File: config.mk
export PLATFORM = sky130hd
export DESIGN_NAME = mips_cpu_load_unit
export DESIGN_NICKNAME = d
export VERILOG_FILES = /design/src/rtl/mips_cpu_load_unit.sv
export SDC_FILE = /design/constraint.sdc
export NUM_CORES = 1
export LEC_CHECK = 0
export ABC_AREA = 0
export CAP_MARGIN = 20
export CORE_MARGIN = 2
export CORE_UTILIZATION = 40
export CTS_BUF_LIST = sky130_fd_sc_hd__clkbuf_4 sky130_fd_sc_hd__clkbuf_8 sky130_fd_sc_hd__clkbuf_16
export DETAILED_ROUTE_END_ITERATION = 8
export MAX_ROUTING_LAYER = met4
export PLACE_DENSITY_LB_ADDON = 0.05
export SKIP_LAST_GASP = 1
export SLEW_MARGIN = 5
export SYNTH_ARGS = -nofsm -noshare
export SYNTH_HDL_FRONTEND = slang
export SYNTH_SLANG_ARGS = --single-unit
export TNS_END_PERCENT = 1
File: constraint.sdc
create_clock -name clk -period 6.4 [get_ports clk]
set_input_delay 1.28 -clock clk [delete_from_list [all_inputs] [get_ports clk]]
set_output_delay 1.28 -clock clk [all_outputs]
set_load 0.005 [all_outputs]
File: src/rtl/mips_cpu_load_unit.sv
// MIPS load unit: issues one word read per load and aligns/extends/merges the
// returned word into a registered rt writeback value.
module mips_cpu_load_unit (
    input  logic        clk,
    input  logic        reset,
    input  logic        start,
    input  logic [5:0]  insop,
    input  logic [31:0] addr,
    input  logic [31:0] reg_data,
    input  logic [31:0] mem_readdata,
    input  logic        mem_waitrequest,
    output logic        mem_read,
    output logic [31:0] mem_address,
    output logic        busy,
    output logic        done,
    output logic [31:0] out,
    output logic        addr_error
);

    typedef enum logic [1:0] {IDLE, REQ, DONE} state_t;

    localparam logic [5:0] OP_LB  = 6'b100000;
    localparam logic [5:0] OP_LH  = 6'b100001;
    localparam logic [5:0] OP_LWL = 6'b100010;
    localparam logic [5:0] OP_LW  = 6'b100011;
    localparam logic [5:0] OP_LBU = 6'b100100;
    localparam logic [5:0] OP_LHU = 6'b100101;
    localparam logic [5:0] OP_LWR = 6'b100110;

    state_t      state_q, state_d;
    logic [5:0]  insop_q;
    logic [31:0] addr_q;
    logic [31:0] reg_q;
    logic        err_q;

    logic        supported;
    logic        misaligned;
    logic [31:0] load_result;
    logic [1:0]  o;
    logic [7:0]  sel_byte;
    logic [15:0] sel_half;

    // Request decode is done on the incoming operands so IDLE can skip REQ.
    always_comb begin
        supported  = (insop == OP_LB)  || (insop == OP_LH)  || (insop == OP_LWL) ||
                     (insop == OP_LW)  || (insop == OP_LBU) || (insop == OP_LHU) ||
                     (insop == OP_LWR);
        misaligned = (((insop == OP_LH) || (insop == OP_LHU)) && addr[0]) ||
                     ((insop == OP_LW) && (addr[1:0] != 2'b00));
    end

    // NOTE: sequential state uses non-blocking assignments so every register
    // samples pre-edge values regardless of block ordering.
    always_ff @(posedge clk or posedge reset) begin
        if (reset) state_q <= IDLE;
        else       state_q <= state_d;
    end

    // NOTE: every combinational output gets a default first, so no path can
    // leave a variable unassigned and infer a latch.
    always_comb begin
        state_d = state_q;
        case (state_q)
            IDLE: if (start) state_d = (misaligned || !supported) ? DONE : REQ;
            REQ:  if (!mem_waitrequest) state_d = DONE;
            DONE: state_d = IDLE;
            default: state_d = IDLE;
        endcase
    end

    always_comb begin
        o           = addr_q[1:0];
        sel_byte    = 8'h00;
        sel_half    = o[1] ? mem_readdata[31:16] : mem_readdata[15:0];
        load_result = 32'h0;
        case (o)
            2'd0: sel_byte = mem_readdata[7:0];
            2'd1: sel_byte = mem_readdata[15:8];
            2'd2: sel_byte = mem_readdata[23:16];
            default: sel_byte = mem_readdata[31:24];
        endcase
        case (insop_q)
            OP_LB:  load_result = {{24{sel_byte[7]}}, sel_byte};
            OP_LBU: load_result = {24'h0, sel_byte};
            OP_LH:  load_result = {{16{sel_half[15]}}, sel_half};
            OP_LHU: load_result = {16'h0, sel_half};
            OP_LW:  load_result = mem_readdata;
            // LWL fills the high bytes of rt from the word's low bytes.
            OP_LWL: begin
                case (o)
                    2'd0: load_result = {mem_readdata[7:0],  reg_q[23:0]};
                    2'd1: load_result = {mem_readdata[15:0], reg_q[15:0]};
                    2'd2: load_result = {mem_readdata[23:0], reg_q[7:0]};
                    default: load_result = mem_readdata;
                endcase
            end
            OP_LWR: begin
                case (o)
                    2'd0: load_result = mem_readdata;
                    2'd1: load_result = {reg_q[31:24], mem_readdata[31:8]};
                    2'd2: load_result = {reg_q[31:16], mem_readdata[31:16]};
                    default: load_result = {reg_q[31:8], mem_readdata[31:24]};
                endcase
            end
            default: load_result = 32'h0;
        endcase
    end

    // NOTE: only registers that are architecturally visible after reset are
    // required to clear, but all of these are cheap flops so all are cleared.
    always_ff @(posedge clk or posedge reset) begin
        if (reset) begin
            insop_q <= 6'h0;
            addr_q  <= 32'h0;
            reg_q   <= 32'h0;
            err_q   <= 1'b0;
            out     <= 32'h0;
        end else begin
            case (state_q)
                IDLE: if (start) begin
                    insop_q <= insop;
                    addr_q  <= addr;
                    reg_q   <= reg_data;
                    err_q   <= misaligned;
                    if (misaligned || !supported) out <= 32'h0;
                end
                REQ: if (!mem_waitrequest) out <= load_result;
                default: ;
            endcase
        end
    end

    assign mem_read    = (state_q == REQ);
    assign mem_address = (state_q == REQ) ? {addr_q[31:2], 2'b00} : 32'h0;
    assign busy        = (state_q != IDLE);
    assign done        = (state_q == DONE);
    assign addr_error  = (state_q == DONE) && err_q;

endmodule

==> results of run 1 <==
area by class of cell:
| cell class | instances | area (um^2) | area share (%) |
|---|---|---|---|
| clock buffer | 11 | 246 | 3.03 |
| clock inverter | 5 | 80.1 | 0.986 |
| multi-input combinational | 505 | 3120 | 38.4 |
| tap | 184 | 230 | 2.83 |
| sequential | 105 | 2630 | 32.4 |
| inverter | 4 | 17.5 | 0.216 |
| timing repair buffer | 179 | 1800 | 22.1 |
critical path, delay by kind of cell, from the launching register on:
kind,cells,cell delay [ns]
buffers and inverters,2,0.75
flip-flops,1,0.40
AND/OR/NAND/NOR,2,0.45
cell usage in the layout (no fill, tap or decap), types with 2 or more instances in the layout:
master	count
sky130_fd_sc_hd__o21ai_0	16
sky130_fd_sc_hd__nand2_1	248
sky130_fd_sc_hd__a22oi_1	31
sky130_fd_sc_hd__nand2b_1	2
sky130_fd_sc_hd__dfrtp_2	2
sky130_fd_sc_hd__inv_1	3
sky130_fd_sc_hd__a21o_1	22
sky130_fd_sc_hd__a221o_2	7
sky130_fd_sc_hd__a21oi_1	29
sky130_fd_sc_hd__dfrtp_1	103
sky130_fd_sc_hd__buf_4	6
sky130_fd_sc_hd__nor2_4	2
sky130_fd_sc_hd__a221o_1	8
sky130_fd_sc_hd__clkbuf_16	9
sky130_fd_sc_hd__mux2i_1	24
sky130_fd_sc_hd__nor3_2	2
sky130_fd_sc_hd__conb_1	2
sky130_fd_sc_hd__clkdlybuf4s50_1	171
sky130_fd_sc_hd__mux4_2	21
sky130_fd_sc_hd__and2_1	31
sky130_fd_sc_hd__a31oi_1	15
sky130_fd_sc_hd__nor2_1	14
sky130_fd_sc_hd__nor3b_1	3
sky130_fd_sc_hd__clkinvlp_4	2
sky130_fd_sc_hd__bufinv_16	2
sky130_fd_sc_hd__nor2b_1	3
cells by family after synthesis:
family	share of synthesized area (%)
DFF	43.7
buffers and inverters	4.56
AOI/OAI and AO/OA	16.0
muxes	11.9
and+or+nand+nor	23.7
other	0.0624
final timing paths:
kind,startpoint,end,depth (start not counted)
max,state_q[0]$_DFFE_PP0P_,mem_address[14],4
min,addr_q[14]$_DFFE_PP0P_,addr_q[14]$_DFFE_PP0P_,2
max reg2reg,addr_q[1]$_DFFE_PP0P_,out[15]$_DFFE_PP0P_,6
min reg2reg,addr_q[14]$_DFFE_PP0P_,addr_q[14]$_DFFE_PP0P_,2
max in group asynchronous,reset,addr_q[1]$_DFFE_PP0P_,3
min in group asynchronous,reset,addr_q[7]$_DFFE_PP0P_,2
flip-flops by register name, summed over array words and instances, names as in the netlist:
signal / flops
addr_q: 32
state_q: 2
out: 32
reg_q: 32
insop_q: 6
err_q: 1
stage by stage:
stage	setup slack (ns)	area [um^2]
finish	3.15	8130
detailed placement	2.78	7760
global placement	2.85	7760
CTS	2.63	8080
floorplan	2.36	6010
global route	3.07	8130
power by group:
| part | internal (uW) | leakage [uW] | total [uW] | switching [uW] |
|---|---|---|---|---|
| registers | 743 | 0.00135 | 811 | 68.1 |
| logic | 217 | 0.00218 | 459 | 242 |
| clock network | 357 | 0.000155 | 605 | 248 |
| total | 1320 | 0.00368 | 1880 | 558 |
synth_stat cells, types with 8 or more instances:
library cell and count:
sky130_fd_sc_hd__nand2_1 249, sky130_fd_sc_hd__dfrtp_1 105, sky130_fd_sc_hd__and2_1 32, sky130_fd_sc_hd__a22oi_1 31, sky130_fd_sc_hd__clkbuf_1 30, sky130_fd_sc_hd__a21oi_1 29, sky130_fd_sc_hd__mux2i_1 24, sky130_fd_sc_hd__a21o_1 22
sky130_fd_sc_hd__mux4_2 21, sky130_fd_sc_hd__o21ai_0 16, sky130_fd_sc_hd__a31oi_1 15, sky130_fd_sc_hd__nor2_1 14, sky130_fd_sc_hd__buf_2 12, sky130_fd_sc_hd__a221o_1 8
layer usage:
layer / wire length [um] / global-route usage [%]
met4: 478 / 7.43
met3: 1310 / 6.28
met5: 0 / -
met2: 8480 / 36.0
met1: 7640 / 30.2
==> flow_summary.json, run 1 <==
{
  "final.fill_count": 1305,
  "detailedRoute.firstPassIterationCount": 5,
  "start_kind": "flip-flop",
  "drv_cap": 0,
  "finalCriticalPeriod_ns": 3.25,
  "grt_antenna_before_repair": 0,
  "final_hold_viol_count": 0,
  "seq_area_frac_synth_pct": 43.7,
  "synth_ff_type": "sky130_fd_sc_hd__dfrtp_1",
  "report.final.slew_viol_count": 0,
  "insertion_delay_ns": 0.36,
  "final_hold_slack_ns": 0.470,
  "ys_warn_count": 0,
  "synth_cell_types": 46,
  "clkTransAtPathRegs_ns": 0.07,
  "cts_tree": "yes",
  "dieHeight_um": 127,
  "asyncSetResetFlopFracSynth_pct": 100,
  "vias_in_the_first_global_route": 5422,
  "cts_inserted_buffers": 9,
  "port_buffer_count": 171,
  "synthesis.area_um2": 6010,
  "path_class": "flip-flop to output port",
  "detail_route.wl_per_cell_um": 18.0,
  "cts_hold_repair.buffers": 0,
  "crit_share_post_route_pct": 50.7,
  "post_synth.cell_area_avg_um2": 9.03,
  "required_ns": 5.12,
  "globalRouteOverflowTotal": 0,
  "grt.total_usage_pct": 23.4,
  "initial_core_utilization_pct": 41.2,
  "finalPower_uw": 1880,
  "detail-route-antenna-nets": 0,
  "drive_gt1_share_pct": 8.78,
  "synth_top_cells_by_area": "sky130_fd_sc_hd__dfrtp_1 (44%), sky130_fd_sc_hd__nand2_1 (16%), sky130_fd_sc_hd__mux4_2 (7.9%)",
  "final_cells": 993,
  "placed_cells": 975,
  "hold_path.class": "flip-flop to flip-flop",
  "boundaryPins": 174,
  "detailroute.via_count": 5447,
  "placeable_core_region_um2": 14600,
  "cpMaxStageDelayCell": "sky130_fd_sc_hd__clkdlybuf4s50_1",
  "static_leakage_uw": 0.00368,
  "run_status": "completed",
  "rows": 44,
  "relSlewSlack_pct": 43.0,
  "number_of_sinks_driven_by_the_clock_tree": 105,
  "post-synth-top-area-cell": "sky130_fd_sc_hd__dfrtp_1",
  "finalSetupTns_ns": 0,
  "worst-slew-pin-transition_ns": 0.856,
  "areaGrowthSynthToFinish_pct": 35.3,
  "clk_root_buffer_cell": "sky130_fd_sc_hd__clkbuf_16",
  "critical_path.max_stage_delay_ns": 0.52,
  "postRouteWirelength_mm": 17.9,
  "gate_count_of_the_mapped_netlist": 665,
  "dpl.hpwl_mm": 12.8,
  "total_number_of_h_tree_levels": 3,
  "crit_fanout": 31,
  "synth-edff-count": 0,
  "ctsLongestPathBuffers": 2,
  "worst_setup_ep_type": "output port",
  "total_die_area_um2": 16000,
  "synth.top_cell.area_share_pct": 43.7,
  "maximum_number_of_pins_on_one_net_before_global_route_repair": 73,
  "unrepaired_setup_endpoints_after_global_routing": "false",
  "p_per_area_nw_per_um2": 231,
  "cts_setup_buffers": 0,
  "num_antenna_cells": 0,
  "avgViaCountPerCell": 5.49,
  "critical_path.cell_chain": "nor2b_2 > buf_8 > and2_1 > clkdlybuf4s50_1",
  "clock-skew-final_ns": 0.00978,
  "post_cts_resize_count": 0,
  "first_pass_grt_wire_length_mm": 28.8,
  "fin_nets": 910,
  "die_width_um": 127,
  "first_iter_violations": 316,
  "drt_drc_violations_left": 0,
  "post-route-util_pct": 55.7,
  "r2r_setup_slack_ns": 3.61,
  "vdd.ir_drop.worst_mv": 0.173,
  "report.final.setup_viol": 0,
  "achievable-frequency_mhz": 308,
  "crit_arrival_ns": 1.97,
  "gp_congestion": 0.839,
  "ys_seq_elements": 105
}
Note: power is estimated with default switching activity, not from simulation.
==> inputs of run 2 (changes only) <==
==> constraint.sdc (replaced) <==
create_clock -name clk -period 3.39 [get_ports clk]
set_input_delay 0.678 -clock clk [delete_from_list [all_inputs] [get_ports clk]]
set_output_delay 0.678 -clock clk [all_outputs]
set_load 0.005 [all_outputs]
==> flow_summary.json, run 2 (same netlist as run 1, synthesis figures left out) <==
{
  "run_status": "completed",
  "clock-skew-final_ns": 0.00768,
  "routed.top_layer": "met4",
  "insertion_delay_ns": 0.36,
  "cpMaxStageDelayCell": "sky130_fd_sc_hd__clkdlybuf4s50_1",
  "globalRouteOverflowTotal": 0,
  "dieHeight_um": 127,
  "grt.total_usage_pct": 24.2,
  "path_class": "flip-flop to output port",
  "drive_gt1_share_pct": 9.00,
  "clkTransAtPathRegs_ns": 0.07,
  "total_die_area_um2": 16000,
  "finalSetupTns_ns": 0,
  "cp.depth": 4,
  "path_buf_inv": 2,
  "placeable_core_region_um2": 14600,
  "detailroute.via_count": 5493,
  "achievable-frequency_mhz": 354,
  "report.final.setup_viol": 0,
  "first_pass_grt_wire_length_mm": 29.6,
  "finish.instance_area_um2": 8100,
  "ctsLongestPathBuffers": 2,
  "layout_common_cells": "sky130_fd_sc_hd__nand2_1 (248), sky130_fd_sc_hd__clkdlybuf4s50_1 (171), sky130_fd_sc_hd__dfrtp_1 (103), sky130_fd_sc_hd__a22oi_1 (31), sky130_fd_sc_hd__and2_1 (31)",
  "start_kind": "flip-flop",
  "biggestRegsByFlops": "addr_q: 32 flops, out: 32 flops, reg_q: 32 flops",
  "fin_nets": 912,
  "detail_route.wl_per_cell_um": 18.9,
  "detail-route-antenna-nets": 0,
  "dpl_worst_slack_ns": 0.799,
  "critPathTopFamily": "buffers and inverters",
  "crit_arrival_ns": 2.14,
  "postRouteWirelength_mm": 18.8,
  "worst_setup_ep_type": "output port",
  "first_iter_violations": 475,
  "hold-path-cell-count": 2,
  "cts_tree": "yes",
  "dpl.hpwl_mm": 13.2,
  "r2r.worst_path.cells": 5,
  "initial_core_utilization_pct": 41.2,
  "detailed_place.area_um2": 7830,
  "gp_congestion": 0.892,
  "crit_fanout": 28,
  "relSlewSlack_pct": 42.7,
  "avgViaCountPerCell": 5.52,
  "cts_inserted_buffers": 9,
  "unrepaired_setup_endpoints_after_global_routing": "false",
  "cts_setup_buffers": 0,
  "worst-slew-pin-transition_ns": 0.855,
  "drv_cap": 0,
  "boundaryPins": 174,
  "required_ns": 2.71,
  "clk_root_buffer_cell": "sky130_fd_sc_hd__clkbuf_16",
  "detailroute.wirelength.met3_mm": 1.48,
  "detailedRoute.firstPassIterationCount": 6,
  "report.final.slew_viol_count": 0,
  "grt_antenna_before_repair": 0,
  "p_per_area_nw_per_um2": 421,
  "layout_setup_ws_ns": 0.569,
  "rows": 44,
  "number_of_sinks_driven_by_the_clock_tree": 105,
  "vdd.ir_drop.worst_mv": 0.298,
  "maximum_number_of_pins_on_one_net_before_global_route_repair": 106,
  "final_hold_viol_count": 0,
  "port_buffer_count": 171,
  "post_cts_resize_count": 0,
  "most_common_cell_after_layout_fill_and_taps_aside": "sky130_fd_sc_hd__nand2_1",
  "areaGrowthSynthToFinish_pct": 34.9,
  "cts_hold_repair.buffers": 0,
  "wirelength_met1_mm": 7.90,
  "drt_drc_violations_left": 0,
  "num_antenna_cells": 0,
  "finalPower_uw": 3410,
  "finalCriticalPeriod_ns": 2.82,
  "critical_path.max_stage_delay_ns": 0.52,
  "detailroute.wirelength.met2_mm": 8.82,
  "total_number_of_h_tree_levels": 3,
  "vias_in_the_first_global_route": 5513,
  "critical_path.cell_chain": "nor2b_2 > buf_4 > and2_1 > clkdlybuf4s50_1",
  "static_leakage_uw": 0.00367,
  "crit_share_post_route_pct": 83.2,
  "hold_path.class": "flip-flop to flip-flop",
  "die_width_um": 127
}
==> run 2: stage by stage <==
stage | cells | hold slack, ns | utilization [%]
detailed placement | 979 | 0.454 | 53.6
finish | 995 | 0.466 | 55.5
floorplan | 666 | 0.435 | -
CTS | 995 | 0.472 | 55.5
global placement | 979 | 0.449 | 53.6
global route | 995 | 0.487 | 55.5
==> run 2: final timing paths <==
| check | end | from | slack (ns) |
|---|---|---|---|
| max | mem_address[18] | state_q[0]$_DFFE_PP0P_ | 0.57 |
| min reg2reg | addr_q[12]$_DFFE_PP0P_ | addr_q[12]$_DFFE_PP0P_ | 0.47 |
| min | addr_q[12]$_DFFE_PP0P_ | addr_q[12]$_DFFE_PP0P_ | 0.47 |
| min in group asynchronous | reg_q[11]$_DFFE_PP0P_ | reset | 0.83 |
| max reg2reg | out[26]$_DFFE_PP0P_ | insop_q[1]$_DFFE_PP0P_ | 0.89 |
| max in group asynchronous | addr_q[1]$_DFFE_PP0P_ | reset | 2.08 |
==> run 2: final cells by class <==
class	count	area [um^2]
inverters	4	18.8
fillers	1365	6490
clock inverters	5	31.3
well taps	184	230
clock buffers	11	246
multi-input cells	505	3120
repair buffers	181	1820
flip-flops and latches	105	2630
==> run 2: worst min-delay path, cell delays in order, from the launching register on <==
cell and delay [ns]:
sky130_fd_sc_hd__dfrtp_1 0.34, sky130_fd_sc_hd__nand2_1 0.05, sky130_fd_sc_hd__nand2_1 0.05
==> run 2: per-layer routing <==
layer  vias up  track usage, %
met3        37            6.03
met5         -               -
met2       241            38.1
met4         0            8.34
li1       2568               -
met1      2647            30.7
==> run 2: power breakdown <==
part / switching, uW / leakage (uW) / internal [uW]
Sequential: 163 / 0.00135 / 1400
Combinational: 430 / 0.00218 / 421
Clock: 471 / 0.000139 / 524
==> inputs of run 3 (changes only) <==
==> constraint.sdc (replaced) <==
create_clock -name clk -period 2.52 [get_ports clk]
set_input_delay 0.504 -clock clk [delete_from_list [all_inputs] [get_ports clk]]
set_output_delay 0.504 -clock clk [all_outputs]
set_load 0.005 [all_outputs]
==> flow_summary.json, run 3 (same netlist as run 1, synthesis figures left out) <==
{
  "gp_congestion": 0.870,
  "dieHeight_um": 127,
  "drt_drc_violations_left": 0,
  "clock-skew-final_ns": 0.00557,
  "final_hold_slack_ns": 0.467,
  "maximum_number_of_pins_on_one_net_before_global_route_repair": 79,
  "crit_share_post_route_pct": 93.2,
  "layout.area.seq_um2": 2630,
  "drive_gt1_share_pct": 11.5,
  "total_die_area_um2": 16000,
  "grt.total_usage_pct": 24.1,
  "r2r.worst_path.cells": 5,
  "finalCriticalPeriod_ns": 2.35,
  "multi_input_logic_area_um2": 3120,
  "cts_inserted_buffers": 9,
  "run_status": "completed",
  "most_common_cell_after_layout_fill_and_taps_aside": "sky130_fd_sc_hd__nand2_1",
  "rows": 44,
  "critical_path.max_stage_delay_ns": 0.53,
  "critical_path.cell_chain": "nor2b_2 > buf_6 > and2_1 > clkdlybuf4s50_1",
  "report.final.slew_viol_count": 0,
  "crit_fanout": 33,
  "hold-path-cell-count": 2,
  "die_width_um": 127,
  "clk_root_buffer_cell": "sky130_fd_sc_hd__clkbuf_16",
  "avgViaCountPerCell": 5.43,
  "cp.depth": 4,
  "fin_nets": 936,
  "relSlewSlack_pct": 63.0,
  "crit_arrival_ns": 1.85,
  "vdd.ir_drop.worst_mv": 0.378,
  "final.fill_count": 1288,
  "postRouteWirelength_mm": 18.3,
  "detail_route.wl_per_cell_um": 18.0,
  "placeable_core_region_um2": 14600,
  "path_buf_inv": 2,
  "placed_cells": 1003,
  "p_per_area_nw_per_um2": 567,
  "initial_core_utilization_pct": 41.2,
  "cts_tree": "yes",
  "ctsLongestPathBuffers": 2,
  "dpl.hpwl_mm": 13.6,
  "cts_hold_repair.buffers": 0,
  "port_buffer_count": 171,
  "detail-route-antenna-nets": 0,
  "vias_in_the_first_global_route": 5656,
  "power.share.combinational_pct": 26.2,
  "total_number_of_h_tree_levels": 3,
  "final_cells": 1018,
  "number_of_sinks_driven_by_the_clock_tree": 105,
  "critPathTopFamily": "buffers and inverters",
  "finalPower_uw": 4720,
  "detailroute.via_count": 5525,
  "unrepaired_setup_endpoints_after_global_routing": "false",
  "static_leakage_uw": 0.00381,
  "p_sw_uw": 1440,
  "cts_setup_buffers": 0,
  "globalRouteOverflowTotal": 0,
  "grt_antenna_before_repair": 0,
  "insertion_delay_ns": 0.35,
  "biggestRegsByFlops": "addr_q: 32 flops, out: 32 flops, reg_q: 32 flops",
  "path_class": "flip-flop to output port",
  "first_iter_violations": 384,
  "internal_power_uw": 3280,
  "worst_setup_ep_type": "output port",
  "first_pass_grt_wire_length_mm": 29.7,
  "detailedRoute.firstPassIterationCount": 6,
  "report.final.setup_viol": 0,
  "layout_common_cells": "sky130_fd_sc_hd__nand2_1 (248), sky130_fd_sc_hd__clkdlybuf4s50_1 (171), sky130_fd_sc_hd__dfrtp_1 (103), sky130_fd_sc_hd__a22oi_1 (31), sky130_fd_sc_hd__and2_1 (31)",
  "boundaryPins": 174,
  "num_antenna_cells": 0,
  "worst-slew-pin-transition_ns": 0.555,
  "required_ns": 2.02,
  "drv_cap": 0,
  "achievable-frequency_mhz": 426,
  "clock_power_share_pct": 29.9,
  "post-route-util_pct": 57.0,
  "power.share.switching_pct": 30.6,
  "finalSetupTns_ns": 0,
  "final_hold_viol_count": 0,
  "clkTransAtPathRegs_ns": 0.07,
  "areaGrowthSynthToFinish_pct": 38.6,
  "hold_path.class": "flip-flop to flip-flop",
  "pwr-share-seq_pct": 43.9,
  "cpMaxStageDelayCell": "sky130_fd_sc_hd__clkdlybuf4s50_1",
  "start_kind": "flip-flop"
}
[run 3: cell types whose count changed in the layout (fill, tap and decap cells not counted)]
cell	previous run	this run
sky130_fd_sc_hd__buf_4	7	28
sky130_fd_sc_hd__buf_6	0	1
sky130_fd_sc_hd__clkinv_2	3	2
sky130_fd_sc_hd__inv_6	0	1
sky130_fd_sc_hd__bufinv_16	0	1
sky130_fd_sc_hd__clkbuf_8	1	0
sky130_fd_sc_hd__clkinv_4	1	0
sky130_fd_sc_hd__buf_12	3	5
[run 3: worst paths after layout]
| kind | to | slack (ns) | from |
|---|---|---|---|
| max | mem_address[12] | 0.17 | state_q[0]$_DFFE_PP0P_ |
| min | addr_q[12]$_DFFE_PP0P_ | 0.47 | addr_q[12]$_DFFE_PP0P_ |
| max reg2reg | out[2]$_DFFE_PP0P_ | 0.35 | addr_q[0]$_DFFE_PP0P_ |
| min reg2reg | addr_q[12]$_DFFE_PP0P_ | 0.47 | addr_q[12]$_DFFE_PP0P_ |
| max in group asynchronous | addr_q[1]$_DFFE_PP0P_ | 1.55 | reset |
| min in group asynchronous | addr_q[8]$_DFFE_PP0P_ | 0.62 | reset |
[run 3: final cells by class]
cell class	count	area share, %
Sequential cell	105	31.6
Inverter	4	0.225
Multi-Input combinational cell	505	37.5
Timing Repair Buffer	205	24.4
Tap cell	184	2.77
Clock buffer	10	2.80
Clock inverter	5	0.676
[run 3: power by group through the flow]
stage	Combinational (uW)	Clock, uW	Sequential [uW]
2_1_floorplan	839	0	2000
3_3_place_gp	1210	0	2100
3_5_place_dp	1240	0	2100
4_1_cts	1240	1450	2070
5_1_grt	1370	1510	2100
6_report	1240	1410	2070
[run 3: timing repair]
item / 4_1_cts / 5_1_grt
hold endpoints to repair: 0 / 0
gates resized for setup: 0 / 1
setup endpoints to repair: 0 / 1
[run 3: metal layers]
layer / vias to the layer above / track usage [%] / wire (um)
met4: 0 / 6.85 / 450
met5: - / - / 0
met2: 213 / 38.8 / 8850
met1: 2667 / 30.2 / 7680
li1: 2618 / - / -
met3: 27 / 6.41 / 1320
[run 3: through the flow]
stage | setup WS [ns] | instance area [um^2]
global route | 0.0599 | 8320
global placement | 0.137 | 8030
finish | 0.170 | 8320
CTS | 0.0863 | 8320
floorplan | 0.730 | 6010
detailed placement | 0.101 | 8030
[run 3: worst reg2reg max path, stage by stage, from the launching register on]
cell                      delay [ns]
sky130_fd_sc_hd__dfrtp_2        0.62
sky130_fd_sc_hd__buf_4          0.24
sky130_fd_sc_hd__mux4_2         0.58
sky130_fd_sc_hd__a22oi_1        0.22
sky130_fd_sc_hd__a21oi_1        0.10
sky130_fd_sc_hd__a221o_2        0.30
